**src/rtl/alu_seq_pkg.sv**
```systemverilog
// alu_seq_pkg: shared state encoding, flag-byte layout and default widths for alu_uart_seq
package alu_seq_pkg;
   localparam int DEF_DATA_WIDTH = 8;
   localparam int DEF_OPCODE_WIDTH = 6;
   localparam int FLG_ZERO = 0;
   localparam int FLG_CARRY = 1;
   localparam int FLG_OVF = 2;
   localparam int FLG_NEG = 3;
   typedef enum logic [2:0] {
      WAIT_A, WAIT_B, WAIT_OP, SETTLE, SEND_RES, WAIT_RES, SEND_FLG, WAIT_FLG
   } state_t;
   function automatic logic [3:0] pack_flags(input logic zero, input logic carry, input logic ovf, input logic neg);
      logic [3:0] f;
      f = '0;
      f[FLG_ZERO] = zero;
      f[FLG_CARRY] = carry;
      f[FLG_OVF] = ovf;
      f[FLG_NEG] = neg;
      return f;
   endfunction
endpackage

```
**src/rtl/alu_uart_seq_if.sv**
```systemverilog
// alu_uart_seq_if: UART RX/TX and ALU load-port signals seen by the sequencer
interface alu_uart_seq_if
   import alu_seq_pkg::*;
#(
   parameter int DATA_WIDTH = DEF_DATA_WIDTH
);
   logic [DATA_WIDTH-1:0] rx_data, tx_data, alu_data, alu_result;
   logic rx_done, tx_start, tx_done, busy;
   logic alu_e1, alu_e2, alu_e3;
   logic alu_zero, alu_carry, alu_overflow, alu_neg;
   modport master (
      input rx_data, rx_done, tx_done, alu_result, alu_zero, alu_carry, alu_overflow, alu_neg,
      output tx_start, tx_data, alu_e1, alu_e2, alu_e3, alu_data, busy
   );
   modport slave (
      output rx_data, rx_done, tx_done, alu_result, alu_zero, alu_carry, alu_overflow, alu_neg,
      input tx_start, tx_data, alu_e1, alu_e2, alu_e3, alu_data, busy
   );
endinterface

```
**src/rtl/alu_uart_seq.sv**
```systemverilog
// alu_uart_seq: loads A/B/opcode from UART RX into the ALU, returns result and flags over UART TX.
// Define ALU_UART_SEQ_TIMEOUT_EN to abandon a partial load after TIMEOUT_CYCLES idle cycles.
module alu_uart_seq
   import alu_seq_pkg::*;
#(
   parameter int DATA_WIDTH = DEF_DATA_WIDTH,
   parameter int OPCODE_WIDTH = DEF_OPCODE_WIDTH
`ifdef ALU_UART_SEQ_TIMEOUT_EN
   , parameter int TIMEOUT_CYCLES = 50_000_000
`endif
) (
   input logic clk,
   input logic reset_n,
   alu_uart_seq_if.master bus
);
   state_t state, state_nxt;
   logic [DATA_WIDTH-1:0] res_q, flg_q;
   logic accept, timeout;
`ifdef ALU_UART_SEQ_TIMEOUT_EN
   localparam int TMO_W = $clog2(TIMEOUT_CYCLES);
   logic [TMO_W-1:0] tmo_cnt;
   logic in_wait;
   assign in_wait = state inside {WAIT_B, WAIT_OP};
   assign timeout = in_wait && tmo_cnt == TMO_W'(TIMEOUT_CYCLES - 1);
   always_ff @(posedge clk or negedge reset_n) begin
      if (!reset_n) tmo_cnt <= '0;
      else tmo_cnt <= (accept || !in_wait) ? '0 : tmo_cnt + TMO_W'(1);
   end
`else
   assign timeout = 1'b0;
`endif
   // WAIT_OP is held for the cycle alu_e3 is high so SETTLE sees the newly loaded opcode
   always_comb begin
      state_nxt = state;
      accept = 1'b0;
      case (state)
         WAIT_A: begin
            accept = bus.rx_done;
            state_nxt = bus.rx_done ? WAIT_B : WAIT_A;
         end
         WAIT_B: begin
            accept = bus.rx_done;
            state_nxt = bus.rx_done ? WAIT_OP : timeout ? WAIT_A : WAIT_B;
         end
         WAIT_OP: begin
            accept = bus.rx_done && !bus.alu_e3;
            state_nxt = bus.alu_e3 ? SETTLE : (!bus.rx_done && timeout) ? WAIT_A : WAIT_OP;
         end
         SETTLE: state_nxt = SEND_RES;
         SEND_RES: state_nxt = WAIT_RES;
         WAIT_RES: state_nxt = bus.tx_done ? SEND_FLG : WAIT_RES;
         SEND_FLG: state_nxt = WAIT_FLG;
         WAIT_FLG: state_nxt = bus.tx_done ? WAIT_A : WAIT_FLG;
         default: state_nxt = WAIT_A;
      endcase
   end
   always_ff @(posedge clk or negedge reset_n) begin
      if (!reset_n) begin
         state <= WAIT_A;
         bus.alu_e1 <= 1'b0;
         bus.alu_e2 <= 1'b0;
         bus.alu_e3 <= 1'b0;
         bus.alu_data <= '0;
         res_q <= '0;
         flg_q <= '0;
      end else begin
         state <= state_nxt;
         bus.alu_e1 <= accept && state == WAIT_A;
         bus.alu_e2 <= accept && state == WAIT_B;
         bus.alu_e3 <= accept && state == WAIT_OP;
         if (accept) bus.alu_data <= (state == WAIT_OP) ? {bus.rx_data[DATA_WIDTH-1:OPCODE_WIDTH], bus.rx_data[OPCODE_WIDTH-1:0]} : bus.rx_data;
         if (state == SETTLE) begin
            res_q <= bus.alu_result;
            flg_q <= {{(DATA_WIDTH-4){1'b0}}, pack_flags(bus.alu_zero, bus.alu_carry, bus.alu_overflow, bus.alu_neg)};
         end
      end
   end
   assign bus.tx_start = state inside {SEND_RES, SEND_FLG};
   assign bus.tx_data = state inside {SEND_FLG, WAIT_FLG} ? flg_q : res_q;
   assign bus.busy = bus.alu_e3 || state inside {SETTLE, SEND_RES, WAIT_RES, SEND_FLG, WAIT_FLG};
endmodule

```
**src/flat_wrapper.sv**
```systemverilog
// flat-port wrapper written by rule: the top's interface ports become plain ports
module alu_uart_seq_flat import alu_seq_pkg::*;
#(
   parameter int DATA_WIDTH = DEF_DATA_WIDTH,
   parameter int OPCODE_WIDTH = DEF_OPCODE_WIDTH

)
  (clk, reset_n, bus_rx_data, bus_rx_done, bus_tx_done, bus_alu_result, bus_alu_zero, bus_alu_carry, bus_alu_overflow, bus_alu_neg, bus_tx_start, bus_tx_data, bus_alu_e1, bus_alu_e2, bus_alu_e3, bus_alu_data, bus_busy);
  alu_uart_seq_if #(.DATA_WIDTH(DATA_WIDTH)) bus_i ();
  input logic clk;
  input logic reset_n;
  input wire logic [$bits(bus_i.rx_data)-1:0] bus_rx_data;
  input wire logic [$bits(bus_i.rx_done)-1:0] bus_rx_done;
  input wire logic [$bits(bus_i.tx_done)-1:0] bus_tx_done;
  input wire logic [$bits(bus_i.alu_result)-1:0] bus_alu_result;
  input wire logic [$bits(bus_i.alu_zero)-1:0] bus_alu_zero;
  input wire logic [$bits(bus_i.alu_carry)-1:0] bus_alu_carry;
  input wire logic [$bits(bus_i.alu_overflow)-1:0] bus_alu_overflow;
  input wire logic [$bits(bus_i.alu_neg)-1:0] bus_alu_neg;
  output wire logic [$bits(bus_i.tx_start)-1:0] bus_tx_start;
  output wire logic [$bits(bus_i.tx_data)-1:0] bus_tx_data;
  output wire logic [$bits(bus_i.alu_e1)-1:0] bus_alu_e1;
  output wire logic [$bits(bus_i.alu_e2)-1:0] bus_alu_e2;
  output wire logic [$bits(bus_i.alu_e3)-1:0] bus_alu_e3;
  output wire logic [$bits(bus_i.alu_data)-1:0] bus_alu_data;
  output wire logic [$bits(bus_i.busy)-1:0] bus_busy;
  assign bus_i.rx_data = bus_rx_data;
  assign bus_i.rx_done = bus_rx_done;
  assign bus_i.tx_done = bus_tx_done;
  assign bus_i.alu_result = bus_alu_result;
  assign bus_i.alu_zero = bus_alu_zero;
  assign bus_i.alu_carry = bus_alu_carry;
  assign bus_i.alu_overflow = bus_alu_overflow;
  assign bus_i.alu_neg = bus_alu_neg;
  assign bus_tx_start = bus_i.tx_start;
  assign bus_tx_data = bus_i.tx_data;
  assign bus_alu_e1 = bus_i.alu_e1;
  assign bus_alu_e2 = bus_i.alu_e2;
  assign bus_alu_e3 = bus_i.alu_e3;
  assign bus_alu_data = bus_i.alu_data;
  assign bus_busy = bus_i.busy;
  alu_uart_seq #(.DATA_WIDTH(DATA_WIDTH), .OPCODE_WIDTH(OPCODE_WIDTH)) u_core (.clk(clk), .reset_n(reset_n), .bus(bus_i));
endmodule
```
**config.mk**
```make
export PLATFORM = sky130hd
export DESIGN_NAME = alu_uart_seq_flat
export DESIGN_NICKNAME = d
export VERILOG_FILES = /design/src/rtl/alu_seq_pkg.sv /design/src/rtl/alu_uart_seq_if.sv /design/src/rtl/alu_uart_seq.sv /design/src/flat_wrapper.sv
export SDC_FILE = /design/constraint.sdc
export NUM_CORES = 1
export LEC_CHECK = 0
export ABC_AREA = 1
export CAP_MARGIN = 15
export CORE_UTILIZATION = 46
export CTS_CLUSTER_SIZE = 25
export DETAILED_ROUTE_END_ITERATION = 10
export PLACE_DENSITY = 0.83
export SYNTH_ARGS = -nofsm -noshare
export SYNTH_HDL_FRONTEND = slang
export SYNTH_SLANG_ARGS = --single-unit
```
**constraint.sdc**
```tcl
create_clock -name clk -period 2 [get_ports clk]
set_input_delay 0.4 -clock clk [delete_from_list [all_inputs] [get_ports clk]]
set_output_delay 0.4 -clock clk [all_outputs]
set_load 0.02 [all_outputs]
```
==> metrics.txt <==
# TYPE chip_impl_metric gauge
chip_impl_info{name="status",value="finished clean"} 1
chip_impl_metric{name="htreeDepth",unit=""} 1
chip_impl_metric{name="worstPathRequired",unit="ns"} 1.60
chip_impl_info{name="worstSetupStartpointType",value="flip-flop"} 1
chip_impl_metric{name="worst_skew_pair.late_latency",unit="ns"} 0.32
chip_impl_metric{name="vias_in_the_first_global_route",unit=""} 1039
chip_impl_metric{name="regToRegSetupSlack",unit="ns"} 0.49
chip_impl_metric{name="avgRoutedWirePerCell",unit="microns"} 12.3
chip_impl_info{name="rr_startpoint",value="u_core.state[2]"} 1
chip_impl_metric{name="cellInternalPower",unit="uW"} 1480
chip_impl_metric{name="finalWeightedCongestion",unit=""} 0.885
chip_impl_info{name="r2r_end",value="u_core.res_q[4]"} 1
chip_impl_info{name="cp_cell_sequence",value="buf_4 > inv_2 > nand3_1 > dlygate4sd2_1"} 1
chip_impl_metric{name="die-height",unit="microns"} 52.5
chip_impl_metric{name="syn_nets",unit=""} 164
chip_impl_metric{name="global_route_wire_length_before_repair",unit="mm"} 4.37
chip_impl_metric{name="initial_utilization",unit=""} 0.511
chip_impl_metric{name="grt_antenna_before_repair",unit=""} 0
chip_impl_metric{name="fp.dieW",unit="microns"} 52.5
chip_impl_metric{name="number_of_standard_cell_rows_in_the_floorplan",unit=""} 17
chip_impl_metric{name="final-setup-viol-count",unit=""} 0
chip_impl_metric{name="design.final.nets",unit=""} 212
chip_impl_metric{name="area_growth",unit="%"} 42.4
chip_impl_info{name="rsz0062_at_grt",value="no"} 1
chip_impl_info{name="worstSetupStartpoint",value="u_core.state[2]"} 1
chip_impl_metric{name="groute.usage.overall",unit=""} 0.220
chip_impl_metric{name="maxCapViolations",unit=""} 0
chip_impl_metric{name="max_stage_delay",unit="ns"} 0.42
chip_impl_metric{name="max_freq",unit="GHz"} 0.546
chip_impl_metric{name="cell_depth_of_the_worst_flop_to_flop_path",unit=""} 5
chip_impl_metric{name="area_share_of_and_or_nand_nor_cells_after_synthesis",unit=""} 0.287
chip_impl_metric{name="clock_transition_time_at_the_flip_flop_clock_pins_of_the_worst_setup_and_hold_paths",unit="ns"} 0.14
chip_impl_metric{name="numCtsBuffers",unit=""} 3
chip_impl_metric{name="syn-cell-area",unit="sq um"} 1170
chip_impl_metric{name="coreArea",unit="sq um"} 2300
chip_impl_metric{name="pwr-share-seq",unit=""} 0.338
chip_impl_metric{name="routed_wl",unit="mm"} 2.63
chip_impl_metric{name="power.total",unit="uW"} 2710
chip_impl_metric{name="share_clk_of_total_power",unit=""} 0.099
chip_impl_metric{name="dr_total_vias",unit=""} 1076
chip_impl_metric{name="place.detailed.hpwl",unit="mm"} 1.96
chip_impl_metric{name="synth-adder-area-share",unit=""} 0
chip_impl_info{name="worst-setup-path-type",value="reg2out"} 1
chip_impl_metric{name="placement.io_buffers",unit=""} 44
chip_impl_metric{name="power_frac_comb",unit=""} 0.563
chip_impl_metric{name="synthesis.area_per_instance",unit="sq um"} 8.38
chip_impl_metric{name="setup_total_negative_slack",unit="ns"} 0
chip_impl_metric{name="pin_count",unit=""} 45
chip_impl_metric{name="hold_viol_final",unit=""} 0
chip_impl_metric{name="utilization",unit=""} 0.728
chip_impl_info{name="ys_top_cells_by_area",value="dfrtp_1, nand2_1, inv_1"} 1
chip_impl_metric{name="min_period",unit="ns"} 1.83
chip_impl_info{name="worstSetupEndpointType",value="output port"} 1
chip_impl_metric{name="yosys_register_bits",unit=""} 26
chip_impl_metric{name="drt-initial-drc-count",unit=""} 17
chip_impl_metric{name="antenna_cells_inserted",unit=""} 0
chip_impl_metric{name="leakage",unit="uW"} 0.000875
chip_impl_metric{name="crit_fanout",unit=""} 5
chip_impl_metric{name="grt_remaining_overflow",unit=""} 0
chip_impl_metric{name="clock_sink_count",unit=""} 26
chip_impl_info{name="combinational_family_with_the_most_area_after_synthesis",value="simple AND/OR/NAND/NOR gates"} 1
chip_impl_metric{name="synth_top_area_frac",unit=""} 0.554
chip_impl_metric{name="yosysUniqueCellTypes",unit=""} 17
chip_impl_metric{name="grt_start_max_net_pins",unit=""} 27
chip_impl_metric{name="syn_inst",unit=""} 140
chip_impl_metric{name="design.die.area",unit="sq um"} 2760
chip_impl_metric{name="maxSlewViolCount",unit=""} 0
chip_impl_metric{name="synthesized_area_fraction_occupied_by_ao_oa_aoi_and_oai_cells",unit=""} 0.0704
chip_impl_metric{name="synth_sequential_area_ratio",unit=""} 0.554
chip_impl_metric{name="cp_data_arrival_time",unit="ns"} 1.43
chip_impl_metric{name="clock_path_buffers",unit=""} 2
chip_impl_info{name="min_path_type",value="in2async"} 1
chip_impl_metric{name="post_synth_mux_area_share",unit=""} 0
chip_impl_info{name="cts_root_buf",value="clkbuf_4"} 1
chip_impl_metric{name="final.setup_skew",unit="ns"} 0.00188
chip_impl_metric{name="finalCritPeriodShare",unit=""} 0.916
chip_impl_metric{name="firstDrtPassIters",unit=""} 5
chip_impl_metric{name="xor_and_xnor_fraction_of_the_mapped_netlist_area",unit=""} 0
chip_impl_info{name="yosys.area.top_type",value="dfrtp_1"} 1
chip_impl_metric{name="count_of_antenna_violating_nets_left_after_detailed_routing",unit=""} 0
chip_impl_metric{name="detail_route.drc_violations",unit=""} 0
chip_impl_metric{name="worst_ir_drop_vdd",unit="mV"} 0.929
chip_impl_metric{name="worst-slew-pin-transition",unit="ns"} 0.505
chip_impl_metric{name="synth.yosys.warnings",unit=""} 0
chip_impl_metric{name="power.density_cell_area",unit="nW/um^2"} 1620
chip_impl_info{name="slowest_stage_cell_on_the_critical_path",value="dfrtp_1"} 1
chip_impl_metric{name="switching_share_of_power",unit=""} 0.452
chip_impl_metric{name="power_switching",unit="uW"} 1230
chip_impl_info{name="tritoncts",value="yes"} 1
chip_impl_metric{name="slew_headroom",unit=""} 0.663
chip_impl_metric{name="post_route_cells_drive_above_1_share",unit=""} 0.107
chip_impl_metric{name="vias_per_cell",unit=""} 5.00
## worst max-delay path by stage
stage	end	slack, ns	cells after the start
floorplan	bus_tx_data[4]	0.69	3
CTS	bus_tx_data[0]	0.17	5
detailed placement	bus_tx_data[0]	0.27	5
finish	bus_busy	0.17	4
global route	bus_tx_data[2]	0.06	5
global placement	bus_tx_data[2]	0.30	5
## critical path, delay by kind of cell, from the launching register on
family | cells | cell delay, ns
and+or+nand+nor | 1 | 0.10
DFF | 1 | 0.42
buffers and inverters | 3 | 0.59
## cell families (layout without fill, tap and decap cells)
family / count (synthesis) / count (layout)
DFF: 26 / 26
and+or+nand+nor: 76 / 76
AOI/OAI and AO/OA: 13 / 13
buffers and inverters: 25 / 72
## Yosys cell counts
cell      number
nand4_1        3
nor4_1         1
nand2_4        2
nand2_1       45
nor2_2         1
dfrtp_1       26
inv_1         18
inv_2          3
buf_4          2
nor2_1        10
nand2_2        1
nand3_2        1
buf_2          2
nand3_1       12
a21oi_2        4
o21ai_1        8
o211ai_1       1
## layout make-up
class	instances	area (sq um)
well taps	28	35.0
fillers	180	626
multi-input cells	89	419
clock buffers	4	36.3
inverters	21	78.8
repair buffers	47	450
flip-flops and latches	26	652
## state kept, by name, summed over array words and instances, names as in the netlist
name	flops
u_core.state	3
u_core.bus.alu_e3	1
u_core.res_q	8
u_core.bus.alu_e1	1
u_core.bus.alu_e2	1
u_core.flg_q	4
u_core.bus.alu_data	8
## power by group through the flow
stage	sequential (uW)	clock [uW]	combinational (uW)
after floorplan	1010	0	846
after global placement	911	0	1570
after detailed placement	920	0	1620
after CTS	910	277	1530
after global routing	939	297	1670
final	914	268	1530
## cell usage in the layout, fill, tap and decap left out
master / n
nand3_1: 12
clkbuf_8: 1
nand2_1: 45
buf_4: 3
nand2_2: 1
nand3_2: 1
clkdlybuf4s50_1: 34
nand4_1: 3
a21oi_2: 4
dlygate4sd2_1: 10
nor2_2: 1
nor2_1: 10
clkbuf_4: 3
nor4_1: 1
o211ai_1: 1
dfrtp_1: 25
o21ai_1: 8
dfrtp_2: 1
nand2_4: 2
inv_1: 18
inv_2: 3
## per-stage QoR
stage                     cells  setup WS, ns  hold WS [ns]  instance area, sq um
final                       215         0.167         0.420                  1670
after global routing        215        0.0573         0.435                  1670
after CTS                   215         0.165         0.423                  1670
after detailed placement    211         0.273         0.461                  1650
after global placement      211         0.303         0.454                  1650
after floorplan             140         0.685         0.104                  1170
## metal layers
metal | vias up | GRT usage | share of wire
met3 | 6 | 0.0435 | 0.053
met5 | - | 0 | 0
li1 | 531 | - | -
met1 | 496 | 0.252 | 0.43
met2 | 43 | 0.369 | 0.50
met4 | 0 | 0.145 | 0.020
## repair_timing
action	in CTS	in global routing
hold buffers	0	0
resized for setup	11	0
setup buffers	0	0
setup endpoints to repair	10	0
(Power assumes the default switching activity.)
